## src/rtl/apb_cmd_master_if.sv

```systemverilog
// apb_cmd_master_if
//   Bundles the command stream, the response stream and the APB3 bus of
//   apb_cmd_master into one interface.
//   Signals:
//     cmd_valid/cmd_ready/cmd_addr/cmd_write/cmd_wdata/cmd_prot  command in
//     rsp_valid/rsp_ready/rsp_rdata/rsp_err/rsp_timeout          response out
//     psel/penable/paddr/pwrite/pwdata/pprot                     APB request
//     prdata/pready/pslverr                                      APB completion
//   Modports:
//     master : the APB initiator (drives cmd_ready, rsp_*, APB request)
//     slave  : the environment around it (command source, response sink,
//              APB slave)
interface apb_cmd_master_if #(
   parameter int ADDR_W = 32
);
   logic              cmd_valid;
   logic              cmd_ready;
   logic [ADDR_W-1:0] cmd_addr;
   logic              cmd_write;
   logic [31:0]       cmd_wdata;
   logic [2:0]        cmd_prot;

   logic              rsp_valid;
   logic              rsp_ready;
   logic [31:0]       rsp_rdata;
   logic              rsp_err;
   logic              rsp_timeout;

   logic              psel;
   logic              penable;
   logic [ADDR_W-1:0] paddr;
   logic              pwrite;
   logic [31:0]       pwdata;
   logic [2:0]        pprot;
   logic [31:0]       prdata;
   logic              pready;
   logic              pslverr;

   modport master (
      input  cmd_valid, cmd_addr, cmd_write, cmd_wdata, cmd_prot,
      input  rsp_ready,
      input  prdata, pready, pslverr,
      output cmd_ready,
      output rsp_valid, rsp_rdata, rsp_err, rsp_timeout,
      output psel, penable, paddr, pwrite, pwdata, pprot
   );

   modport slave (
      output cmd_valid, cmd_addr, cmd_write, cmd_wdata, cmd_prot,
      output rsp_ready,
      output prdata, pready, pslverr,
      input  cmd_ready,
      input  rsp_valid, rsp_rdata, rsp_err, rsp_timeout,
      input  psel, penable, paddr, pwrite, pwdata, pprot
   );
endinterface

```

## src/rtl/apb_cmd_master.sv

```systemverilog
// apb_cmd_master
//   APB3 initiator. Converts a valid/ready command stream into single APB
//   transfers (one outstanding) and returns the result on a valid/ready
//   response channel. All outputs are registered.
//   Ports:
//     pclk    clock
//     preset  asynchronous reset, active-high
//     bus     apb_cmd_master_if.master (command, response and APB signals)
//   Parameters:
//     ADDR_W       address width of cmd_addr/paddr
//     TIMEOUT_CYC  ACCESS-phase cycles before abort
//   Build option:
//     APB_MST_TIMEOUT_EN  when defined, an ACCESS phase with no pready for
//                         TIMEOUT_CYC cycles is aborted and reported with
//                         rsp_err=1, rsp_timeout=1. When undefined ACCESS
//                         waits forever and rsp_timeout is tied to 0.
module apb_cmd_master #(
   parameter int ADDR_W      = 32,
   parameter int TIMEOUT_CYC = 256
) (
   input logic              pclk,
   input logic              preset,
   apb_cmd_master_if.master bus
);

   typedef enum logic [1:0] {
      IDLE   = 2'd0,
      SETUP  = 2'd1,
      ACCESS = 2'd2,
      RESP   = 2'd3
   } state_t;

   if (TIMEOUT_CYC < 1) begin : g_bad_cfg
      $error("apb_cmd_master: TIMEOUT_CYC must be at least 1");
   end

   state_t            state_q, state_d;

   logic              cmd_ready_q, cmd_ready_d;
   logic              psel_q,      psel_d;
   logic              penable_q,   penable_d;
   logic [ADDR_W-1:0] paddr_q,     paddr_d;
   logic              pwrite_q,    pwrite_d;
   logic [31:0]       pwdata_q,    pwdata_d;
   logic [2:0]        pprot_q,     pprot_d;
   logic              rsp_valid_q, rsp_valid_d;
   logic [31:0]       rsp_rdata_q, rsp_rdata_d;
   logic              rsp_err_q,   rsp_err_d;

   // High in the ACCESS cycle that must be aborted (pready still low).
   logic              timeout_hit;

`ifdef APB_MST_TIMEOUT_EN
   localparam int CNT_W = $clog2(TIMEOUT_CYC + 1);

   logic [CNT_W-1:0]  tmo_cnt_q, tmo_cnt_d;
   logic              rsp_timeout_q, rsp_timeout_d;

   // A pready arriving in the final allowed cycle completes normally.
   assign timeout_hit = (state_q == ACCESS) && !bus.pready &&
                        (tmo_cnt_q == CNT_W'(TIMEOUT_CYC - 1));
`else
   assign timeout_hit = 1'b0;
`endif

   // State register
   always_ff @(posedge pclk or posedge preset) begin
      if (preset) begin
         state_q <= IDLE;
      end else begin
         state_q <= state_d;
      end
   end

   // Next-state logic
   always_comb begin
      state_d = state_q;
      case (state_q)
         IDLE:    if (bus.cmd_valid)                state_d = SETUP;
         SETUP:                                     state_d = ACCESS;
         ACCESS:  if (bus.pready || timeout_hit)    state_d = RESP;
         RESP:    if (bus.rsp_ready)                state_d = IDLE;
         default:                                   state_d = IDLE;
      endcase
   end

   // Output logic: next values of the registered outputs
   always_comb begin
      cmd_ready_d = cmd_ready_q;
      psel_d      = psel_q;
      penable_d   = penable_q;
      paddr_d     = paddr_q;
      pwrite_d    = pwrite_q;
      pwdata_d    = pwdata_q;
      pprot_d     = pprot_q;
      rsp_valid_d = rsp_valid_q;
      rsp_rdata_d = rsp_rdata_q;
      rsp_err_d   = rsp_err_q;
`ifdef APB_MST_TIMEOUT_EN
      tmo_cnt_d     = tmo_cnt_q;
      rsp_timeout_d = rsp_timeout_q;
`endif
      case (state_q)
         IDLE: begin
            // cmd_ready is high throughout IDLE, so cmd_valid alone is the
            // handshake.
            if (bus.cmd_valid) begin
               paddr_d     = bus.cmd_addr;
               pwrite_d    = bus.cmd_write;
               pwdata_d    = bus.cmd_wdata;
               pprot_d     = bus.cmd_prot;
               cmd_ready_d = 1'b0;
               psel_d      = 1'b1;
            end
         end
         SETUP: begin
            penable_d = 1'b1;
`ifdef APB_MST_TIMEOUT_EN
            tmo_cnt_d = '0;
`endif
         end
         ACCESS: begin
            if (bus.pready) begin
               psel_d      = 1'b0;
               penable_d   = 1'b0;
               rsp_valid_d = 1'b1;
               rsp_rdata_d = pwrite_q ? 32'h0 : bus.prdata;
               rsp_err_d   = bus.pslverr;
`ifdef APB_MST_TIMEOUT_EN
               rsp_timeout_d = 1'b0;
`endif
            end else if (timeout_hit) begin
               psel_d      = 1'b0;
               penable_d   = 1'b0;
               rsp_valid_d = 1'b1;
               rsp_rdata_d = 32'h0;
               rsp_err_d   = 1'b1;
`ifdef APB_MST_TIMEOUT_EN
               rsp_timeout_d = 1'b1;
`endif
            end else begin
`ifdef APB_MST_TIMEOUT_EN
               tmo_cnt_d = tmo_cnt_q + 1'b1;
`endif
            end
         end
         RESP: begin
            if (bus.rsp_ready) begin
               rsp_valid_d = 1'b0;
               cmd_ready_d = 1'b1;
            end
         end
         default: begin
            cmd_ready_d = 1'b1;
            psel_d      = 1'b0;
            penable_d   = 1'b0;
            rsp_valid_d = 1'b0;
         end
      endcase
   end

   // Output registers
   always_ff @(posedge pclk or posedge preset) begin
      if (preset) begin
         cmd_ready_q <= 1'b1;
         psel_q      <= 1'b0;
         penable_q   <= 1'b0;
         paddr_q     <= '0;
         pwrite_q    <= 1'b0;
         pwdata_q    <= '0;
         pprot_q     <= '0;
         rsp_valid_q <= 1'b0;
         rsp_rdata_q <= '0;
         rsp_err_q   <= 1'b0;
      end else begin
         cmd_ready_q <= cmd_ready_d;
         psel_q      <= psel_d;
         penable_q   <= penable_d;
         paddr_q     <= paddr_d;
         pwrite_q    <= pwrite_d;
         pwdata_q    <= pwdata_d;
         pprot_q     <= pprot_d;
         rsp_valid_q <= rsp_valid_d;
         rsp_rdata_q <= rsp_rdata_d;
         rsp_err_q   <= rsp_err_d;
      end
   end

`ifdef APB_MST_TIMEOUT_EN
   always_ff @(posedge pclk or posedge preset) begin
      if (preset) begin
         tmo_cnt_q     <= '0;
         rsp_timeout_q <= 1'b0;
      end else begin
         tmo_cnt_q     <= tmo_cnt_d;
         rsp_timeout_q <= rsp_timeout_d;
      end
   end

   assign bus.rsp_timeout = rsp_timeout_q;
`else
   assign bus.rsp_timeout = 1'b0;
`endif

   assign bus.cmd_ready = cmd_ready_q;
   assign bus.psel      = psel_q;
   assign bus.penable   = penable_q;
   assign bus.paddr     = paddr_q;
   assign bus.pwrite    = pwrite_q;
   assign bus.pwdata    = pwdata_q;
   assign bus.pprot     = pprot_q;
   assign bus.rsp_valid = rsp_valid_q;
   assign bus.rsp_rdata = rsp_rdata_q;
   assign bus.rsp_err   = rsp_err_q;

endmodule

```

## src/flat_wrapper.sv

```systemverilog
// flat-port wrapper written by rule: the top's interface ports become plain ports
module apb_cmd_master_flat 
#(
   parameter int ADDR_W      = 32,
   parameter int TIMEOUT_CYC = 256
)
  (pclk, preset, bus_cmd_valid, bus_cmd_addr, bus_cmd_write, bus_cmd_wdata, bus_cmd_prot, bus_rsp_ready, bus_prdata, bus_pready, bus_pslverr, bus_cmd_ready, bus_rsp_valid, bus_rsp_rdata, bus_rsp_err, bus_rsp_timeout, bus_psel, bus_penable, bus_paddr, bus_pwrite, bus_pwdata, bus_pprot);
  apb_cmd_master_if #(.ADDR_W(ADDR_W)) bus_i ();
  input logic pclk;
  input logic preset;
  input wire logic [$bits(bus_i.cmd_valid)-1:0] bus_cmd_valid;
  input wire logic [$bits(bus_i.cmd_addr)-1:0] bus_cmd_addr;
  input wire logic [$bits(bus_i.cmd_write)-1:0] bus_cmd_write;
  input wire logic [$bits(bus_i.cmd_wdata)-1:0] bus_cmd_wdata;
  input wire logic [$bits(bus_i.cmd_prot)-1:0] bus_cmd_prot;
  input wire logic [$bits(bus_i.rsp_ready)-1:0] bus_rsp_ready;
  input wire logic [$bits(bus_i.prdata)-1:0] bus_prdata;
  input wire logic [$bits(bus_i.pready)-1:0] bus_pready;
  input wire logic [$bits(bus_i.pslverr)-1:0] bus_pslverr;
  output wire logic [$bits(bus_i.cmd_ready)-1:0] bus_cmd_ready;
  output wire logic [$bits(bus_i.rsp_valid)-1:0] bus_rsp_valid;
  output wire logic [$bits(bus_i.rsp_rdata)-1:0] bus_rsp_rdata;
  output wire logic [$bits(bus_i.rsp_err)-1:0] bus_rsp_err;
  output wire logic [$bits(bus_i.rsp_timeout)-1:0] bus_rsp_timeout;
  output wire logic [$bits(bus_i.psel)-1:0] bus_psel;
  output wire logic [$bits(bus_i.penable)-1:0] bus_penable;
  output wire logic [$bits(bus_i.paddr)-1:0] bus_paddr;
  output wire logic [$bits(bus_i.pwrite)-1:0] bus_pwrite;
  output wire logic [$bits(bus_i.pwdata)-1:0] bus_pwdata;
  output wire logic [$bits(bus_i.pprot)-1:0] bus_pprot;
  assign bus_i.cmd_valid = bus_cmd_valid;
  assign bus_i.cmd_addr = bus_cmd_addr;
  assign bus_i.cmd_write = bus_cmd_write;
  assign bus_i.cmd_wdata = bus_cmd_wdata;
  assign bus_i.cmd_prot = bus_cmd_prot;
  assign bus_i.rsp_ready = bus_rsp_ready;
  assign bus_i.prdata = bus_prdata;
  assign bus_i.pready = bus_pready;
  assign bus_i.pslverr = bus_pslverr;
  assign bus_cmd_ready = bus_i.cmd_ready;
  assign bus_rsp_valid = bus_i.rsp_valid;
  assign bus_rsp_rdata = bus_i.rsp_rdata;
  assign bus_rsp_err = bus_i.rsp_err;
  assign bus_rsp_timeout = bus_i.rsp_timeout;
  assign bus_psel = bus_i.psel;
  assign bus_penable = bus_i.penable;
  assign bus_paddr = bus_i.paddr;
  assign bus_pwrite = bus_i.pwrite;
  assign bus_pwdata = bus_i.pwdata;
  assign bus_pprot = bus_i.pprot;
  apb_cmd_master #(.ADDR_W(ADDR_W), .TIMEOUT_CYC(TIMEOUT_CYC)) u_core (.pclk(pclk), .preset(preset), .bus(bus_i));
endmodule
```

## config.mk

```make
export PLATFORM = sky130hd
export DESIGN_NAME = apb_cmd_master_flat
export DESIGN_NICKNAME = d
export VERILOG_FILES = /design/src/rtl/apb_cmd_master_if.sv /design/src/rtl/apb_cmd_master.sv /design/src/flat_wrapper.sv
export SDC_FILE = /design/constraint.sdc
export NUM_CORES = 1
export LEC_CHECK = 0
export CAP_MARGIN = 40
export CELL_PAD_IN_SITES_DETAIL_PLACEMENT = 0
export CELL_PAD_IN_SITES_GLOBAL_PLACEMENT = 1
export CORE_UTILIZATION = 33
export DETAILED_ROUTE_END_ITERATION = 16
export GPL_TIMING_DRIVEN = 0
export PLACE_DENSITY_LB_ADDON = 0.05
export SYNTH_ARGS = -nofsm -noshare
export SYNTH_HDL_FRONTEND = slang
export SYNTH_SLANG_ARGS = --single-unit
```

## constraint.sdc

```tcl
create_clock -name pclk -period 5.9 [get_ports pclk]
set_clock_uncertainty 0.05 [all_clocks]
set_input_delay 0.885 -clock pclk [delete_from_list [all_inputs] [get_ports pclk]]
set_output_delay 0.885 -clock pclk [all_outputs]
set_load 0.01 [all_outputs]
```

# --- Word level (Yosys, flattened, before mapping) ---
# Index checks and enable logic that the tools add are counted.
word_totals:
  output_inout_bits: 106
  elab_cells: 44
  ff_bits: 107
  inputBits: 106
classes:
  mux: 15
  reduce_logical: 12
  n_eq_ne: 6
op_table:
  columns: ["operator", "count"]
  rows:
  - ["2-to-1 mux 32 bit", 1]
  - ["AND reduction 3 bit", 4]
  - ["one-hot mux 1 bit (2 select lines)", 4]
  - ["one-hot mux 2 bit (4 select lines)", 1]
  - ["nonzero test 2 bit", 4]
  - ["2-to-1 mux 1 bit", 6]
  - ["2-to-1 mux 2 bit", 3]
  - ["inequality test 2 bit, second input constant", 3]
  - ["AND reduction 2 bit", 3]
  - ["equality test 2 bit, second input constant", 2]
  - ["equality test 2 x 1 -> 1 bit, second input constant", 1]
  - ["logical NOT 2 bit", 1]

# --- Logic depth before layout (Yosys ltp) ---
# Gate-level depths: netlist of the first run.
depth:
  ltp_word: 3
  mapped_depth: 7
  mapped_depth_nobuf: 5

# --- Least setup slack after synthesis of the first run ---
# OpenSTA, ideal clock, no wires.
synth_timing:
  kind: "input port to flip-flop"
  from: "in bus_cmd_valid"
  to: "reg u_core.paddr_q[20] (netlist: u_core.bus.paddr[20])"
  setup_time_ns: 0.125
  path_slack_ns: 4.009
  arrival_ns: 1.716
  cell_stages: 5
  n_path_buf: 3
  required_time_ns: 5.725
  cell_sequence: "and2_1 buf_2 buf_6 buf_6 mux2_4"
synth_between:
  elab_chain_cells: 1
synth_lines:
  columns: ["element", "line_no", "rtl"]
  rows:
  - ["start, declared", "flat_wrapper.sv:11", "input wire logic [$bits(bus_i.cmd_valid)-1:0] bus_cmd_valid;"]
  - ["AND reduction 2 bit (no line)", null, null]
  - ["end signal, assigned", "apb_cmd_master.sv:179", "paddr_q <= paddr_d;"]
  - ["end, declared", "apb_cmd_master.sv:42", "logic [ADDR_W-1:0] paddr_q, paddr_d;"]
# No other way between the ends.
# A chain may end at the register's enable or synchronous reset.

# --- Final worst setup path of the first run ---
layout_timing:
  from: "reg u_core.cmd_ready_q (netlist: u_core.bus.cmd_ready)"
  to: "out bus_cmd_ready"
layout_rtl:
  columns: ["element", "line_no", "rtl"]
  rows:
  - ["start, declared", "apb_cmd_master.sv:39", "logic cmd_ready_q, cmd_ready_d;"]
  - ["start signal, assigned", "apb_cmd_master.sv:176", "cmd_ready_q <= cmd_ready_d;"]
  - ["end, declared", "flat_wrapper.sv:20", "output wire logic [$bits(bus_i.cmd_ready)-1:0] bus_cmd_ready;"]
# No word-level cell between the ends.

==> metrics.txt, run 1 <==
clock latency on the worst-skew pair=350 ps; IO Pins=212; setup ws final=3537 ps; Worst Reg-to-Reg Cells=7; P per Cell Area=522.7 mW/mm^2; Final GP Congestion=0.6650; Mapped Cells=327; worst path arrival time=1430 ps; min-delay src=u_core.bus.rsp_rdata[26]; largest net degree at the start of global routing=65; final worst path period need=2363 ps; post-CTS resize count=0; clock sink count=107; CP max stage delay=550 ps; cts hold-fix bufs=0; critical path's slowest cell=dfstp_2; Initial Utilization=34.23%; max capacitance violation total=0; Post-Syn Area=0.004373 mm^2; CTS buffer count=9; worst vdd ir=214.1 uV; setup TNS=0 ps; pre-CTS setup slack=3259 ps; Non-Filler Instances=726; YS warnings=0; Fin. Hold Viols=0; register bit count reported by yosys=107; final core utilization=55.27%; DRC=0; cell family with most CP delay=flip-flops; Worst-path clk slew=70 ps; most frequent cells in the layout=clkdlybuf4s50_1 (210), dfrtp_1 (106), mux2_2 (49), o21ai_0 (35), nand2_1 (34); Longest Clk Path Bufs=2; nets@finish=661; CP endpoint kind=primary output; estimated wirelength of the detail-placed design=8182 um; DR iter-0 viols=110; run status=finished clean; Post-Syn Area per Cell=13.37 um^2; PortBufs=210; first-pass GRT wire length=16680 um; Post-synth top flop=dfrtp_1; die width=117.1 um; startpoint type of the worst setup path=flip-flop; CP Cell Sequence=clkdlybuf4s50_1; vias in the first global route=3101; placed insts=710; Antenna Nets Post-Route=0; Die H=117.1 um; commonest non-fill, non-tap cell in the layout=clkdlybuf4s50_1; CTS tree=yes; final WL=11110 um; Seq/Total Area, Yosys=61.26%; H-tree depth=3; Setup Crit Path Kind=reg -> out; worst min path class=reg -> reg; cell taking the most area after synthesis=dfrtp_1; Slew @ Worst Pin=575.8 ps; period utilization=40.04%; Fmax=0.4233 GHz; Tot GR Track Use=16.61%; Root Driver=clkbuf_16; Vias=3190; RSZ-0062 raised after global routing=false; row cnt=41; Filler cells=1103; die area=0.01372 mm^2; worst hold endpoint=u_core.bus.rsp_rdata[26]; Comb power frac=47.0%; global-route congestion overflow total=0; slew margin rel.=61.62%; ant diodes=0; Clock Power Share=18.2%; Final Setup Violations=0; share of the synthesized area in the top cell type=60.66%; Hold Path Cell Cnt=2; DR vias/cell=4.394; synth top area cells=dfrtp_1 (61%), mux2_2 (13%), mux2_4 (6.9%); Switching Share=30.05%; drt pass-1 iters=5; core region area=0.01277 mm^2; R2R Setup Slk=3920 ps; DR WL/cell=15.30 um; Buf/Inv on CP=1; worst r2r src=u_core.state_q[0]; Static Leak=0.002998 uW; area growth from synthesis to layout=61.43%; total power=3690 uW; number of setup buffers added after CTS=0; Final Max Slew Viols=0; sequential power share=34.8%; P_int=2581 uW; Net Count, Synth=439; Synth async-reset ratio=100.0%; initial antenna violation count=0; Psw=1109 uW; Netlist cell types=25; Crit Path Max Fanout=3; layout cells sized above 1=17.87%; number of synthesized flops with an enable pin=0; Critical Path RT=4970 ps; R2R Path End=u_core.bus.pprot[0]
## sequential cells by signal, indices dropped and copies added (netlist names), 2 cells and up
register,count
u_core.bus.paddr,32
u_core.bus.pwdata,32
u_core.bus.rsp_rdata,32
u_core.bus.pprot,3
u_core.state_q,2
## cell families (layout without fill, tap and decap cells)
group                    after synthesis  after routing  share of synthesized area (%)
AND/OR/NAND/NOR                       73             73                          8.298
buffers and inverters                 25            252                          3.033
adder cells (fa/ha/maj)                6              6                          1.717
AO/OA/AOI/OAI                         41             41                          4.950
multiplexers                          74             74                          20.66
other                                  1              1                        0.08575
flip-flops                           107            107                          61.26
## how the worst max path moves through the flow
stage	from	endpoint	slack (ps)	depth (start not counted)
finish	u_core.bus.cmd_ready	bus_cmd_ready	3540	1
CTS	u_core.bus.cmd_ready	bus_cmd_ready	3510	1
global placement	preset	u_core.bus.rsp_rdata[10]	340	2
global route	u_core.bus.cmd_ready	bus_cmd_ready	3500	1
detailed placement	bus_cmd_valid	u_core.bus.pwdata[26]	3260	6
floorplan	preset	u_core.bus.paddr[0]	2150	1
## final cells by class
cell class              count  area, um^2  area share, %
well taps                 172       215.2          3.049
plain buffers              19       110.1          1.560
multi-input cells         195        1562          22.12
inverters                   6       25.02         0.3545
clock inverters             3       68.82         0.9748
flip-flops and latches    107        2679          37.95
repair buffers            211        2130          30.17
clock buffers              13       270.3          3.828
## power by group through the flow
stage | Clock [uW] | Sequential (uW) | Combinational, uW
after floorplan | 0 | 1460 | 647
after global placement | 0 | 1280 | 1750
after detailed placement | 0 | 1300 | 1760
after CTS | 701 | 1290 | 1770
after global routing | 723 | 1330 | 1890
final | 670 | 1280 | 1740
## cells in the mapped netlist, types with 2 or more instances
library cell / count
inv_1: 6
ha_1: 6
buf_2: 4
dfrtp_1: 106
a21oi_1: 3
buf_4: 3
nor2_1: 3
clkbuf_1: 7
nand2b_1: 33
nand2_1: 34
mux2_4: 20
mux2i_1: 4
buf_6: 3
mux2_2: 49
o21ai_0: 35
buf_1: 2
## through the flow
stage	hold slack, ps	instance area, um^2
floorplan	464.6	4373
global placement	409.7	6690
detailed placement	419.0	6720
CTS	434.9	7059
global route	453.1	7059
finish	427.3	7059
## layer usage
| metal | wire length [um] | global-route usage [%] | vias up |
|---|---|---|---|
| met5 | 0 | 0 | - |
| met3 | 1171 | 8.702 | 8 |
| li1 | - | - | 1538 |
| met4 | 123 | 5.063 | 0 |
| met1 | 4650 | 19.58 | 1516 |
| met2 | 5163 | 26.27 | 128 |
No activity file was read; power rests on OpenSTA's default activity.
==> inputs of run 2 (changes only) <==
--- a/config.mk
+++ b/config.mk
@@ -8,7 +8,7 @@
 export CAP_MARGIN = 40
 export CELL_PAD_IN_SITES_DETAIL_PLACEMENT = 0
 export CELL_PAD_IN_SITES_GLOBAL_PLACEMENT = 1
-export CORE_UTILIZATION = 33
+export CORE_UTILIZATION = 28
 export DETAILED_ROUTE_END_ITERATION = 16
 export GPL_TIMING_DRIVEN = 0
 export PLACE_DENSITY_LB_ADDON = 0.05
==> constraint.sdc (replaced) <==
create_clock -name pclk -period 2 [get_ports pclk]
set_clock_uncertainty 0.05 [all_clocks]
set_input_delay 0.3 -clock pclk [delete_from_list [all_inputs] [get_ports pclk]]
set_output_delay 0.3 -clock pclk [all_outputs]
set_load 0.01 [all_outputs]
==> run 2 against run 1 <==
Sequential share of layout area down 0.57 points. Sequential power rose to 3.0 times the previous value. Cell count up 2.5%. Non-clock buffer count up 2. Via count up 0.47%. Critical path type is now reg -> reg.
==> metrics.txt, run 2 (synthesis results as in run 1) <==
period utilization=94.76%; nets@finish=663 (+0.30%); Final Setup Violations=0 (unchanged); DR vias/cell=4.308 (-2.0%); CP endpoint kind=flip-flop; Die H=127.0 um (+8.4%); max capacitance violation total=0 (unchanged); worst min path class=in -> async; IO Pins=212 (unchanged); clock latency on the worst-skew pair=350 ps (about the same); metal3 WL=941 um (-20%); final WL=11470 um (+3.3%); DR WL/cell=15.42 um (+0.78%); uppermost layer routed=met4; DR iter-0 viols=61 (-45%); layout cells sized above 1=19.42% (+1.6 points); ant diodes=0 (unchanged); clock sink count=107 (unchanged); core region area=0.01520 mm^2 (+19%); vias in the first global route=3258 (+5.1%); pre-CTS setup slack=-42.53 ps (-3302 ps); largest net degree at the start of global routing=35 (-46%); Final GP Congestion=0.7143 (+7.4%); die area=0.01612 mm^2 (+18%); Crit Path Max Fanout=10 (+7); CTS tree=yes; final core utilization=47.17% (-8.1 points); Tot GR Track Use=14.75% (-1.9 points); Antenna Nets Post-Route=0 (unchanged); die width=127.0 um (+8.4%); number of setup buffers added after CTS=0 (unchanged); H-tree depth=3 (unchanged); CTS buffer count=9 (unchanged); drt pass-1 iters=4 (-1); row cnt=45 (+9.8%); RSZ-0062 raised after global routing=false; final worst path period need=1895 ps; Placed Area=0.006774 mm^2 (+0.80%); Vias=3205 (+0.47%); Static Leak=0.003030 uW (+1.0%); Worst-path clk slew=70 ps (about the same); placed insts=728 (+2.5%); Fmax=0.5276 GHz; P per Cell Area=1557 mW/mm^2 (+200%); global-route congestion overflow total=0 (unchanged); run status=finished clean; PortBufs=210 (unchanged); slew margin rel.=64.42% (+2.8 points); Final Max Slew Viols=0 (unchanged); initial antenna violation count=0 (unchanged); DR WL met2=5495 um (+6.4%); Slew @ Worst Pin=533.8 ps (-41.99 ps); area growth from synthesis to layout=63.98%; estimated wirelength of the detail-placed design=8485 um (+3.7%); R2R Setup Slk=100 ps (-3820 ps); commonest non-fill, non-tap cell in the layout=clkdlybuf4s50_1; Root Driver=clkbuf_16; setup ws final=104.7 ps (-3433 ps); first-pass GRT wire length=17970 um (+7.7%); final instance area=0.007171 mm^2 (+1.6%); Initial Utilization=28.77% (-5.5 points); Longest Clk Path Bufs=2 (unchanged); Fin. Hold Viols=0 (unchanged); worst path arrival time=2080 ps (+650 ps); metal1 wirelength=4871 um (+4.8%); Critical Path RT=2180 ps (-2790 ps); worst vdd ir=494.1 uV (+130%); DRC=0 (unchanged); startpoint type of the worst setup path=flip-flop; Setup Crit Path Kind=reg -> reg; most frequent cells in the layout=clkdlybuf4s50_1 (210), dfrtp_1 (105), mux2_2 (49), o21ai_0 (35), nand2_1 (34); Non-Filler Instances=744 (+2.5%)
[run 2: cell count changes in the layout (fill, tap and decap cells not counted), sizes merged]
cell and change:
buf +1, clkbuf -2, clkinvlp +2, bufinv +2, inv -1
[run 2: layout make-up]
class | instances | area [um^2]
Buffer | 19 | 127.6
Clock buffer | 10 | 239.0
Fill cell | 1408 | 8031
Tap cell | 188 | 235.2
Sequential cell | 107 | 2680
Multi-Input combinational cell | 195 | 1564
Timing Repair Buffer | 213 | 2162
Clock inverter | 6 | 136.4
Inverter | 6 | 26.28
[run 2: critical path, cell delays in order, from the launching register on]
cell,delay [ps]
dfrtp_1,440
inv_1,100
ha_2,230
and2_1,140
buf_2,170
buf_8,160
buf_8,170
mux2_4,310
[run 2: what timing repair did]
| action | 4_1_cts | 5_1_grt |
|---|---|---|
| endpoints found under the setup margin | 20 | 57 |
| resized for setup | 1 | 12 |
| hold buffers | 0 | 0 |
[run 2: final timing paths]
path | end | from | cells past startpoint
worst max-delay path | u_core.bus.pwdata[29] | u_core.state_q[1] | 7
worst min-delay path | u_core.bus.paddr[3] | preset | 2
worst max register to register | u_core.bus.pwdata[29] | u_core.state_q[1] | 7
worst min register to register | u_core.bus.rsp_rdata[30] | u_core.bus.rsp_rdata[30] | 2
max in group asynchronous | u_core.bus.rsp_rdata[4] | preset | 4
min in group pclk | u_core.bus.rsp_rdata[30] | u_core.bus.rsp_rdata[30] | 2
[run 2: layer usage]
layer	global-route usage, %	up-vias
met3	5.444	13
met1	18.10	1537
met2	23.63	114
met5	0	-
li1	-	1541
met4	5.672	0
[run 2: report_power, final]
group	switching [uW]	leakage, uW	internal, uW
registers	561	0.00129	3240
clock network	809	0.000179	1390
logic	1960	0.00157	3200
total	3330	0.00303	7830
[run 2: metrics by stage]
step / hold WS, ps / TNS, ps / power (uW)
global placement: 412.8 / -89030 / 8980
detailed placement: 419.9 / -692.4 / 9069
finish: 259.5 / 0 / 11160
global route: 276.6 / 0 / 11900
CTS: 253.7 / 0 / 11360
floorplan: 398.0 / 0 / 6220
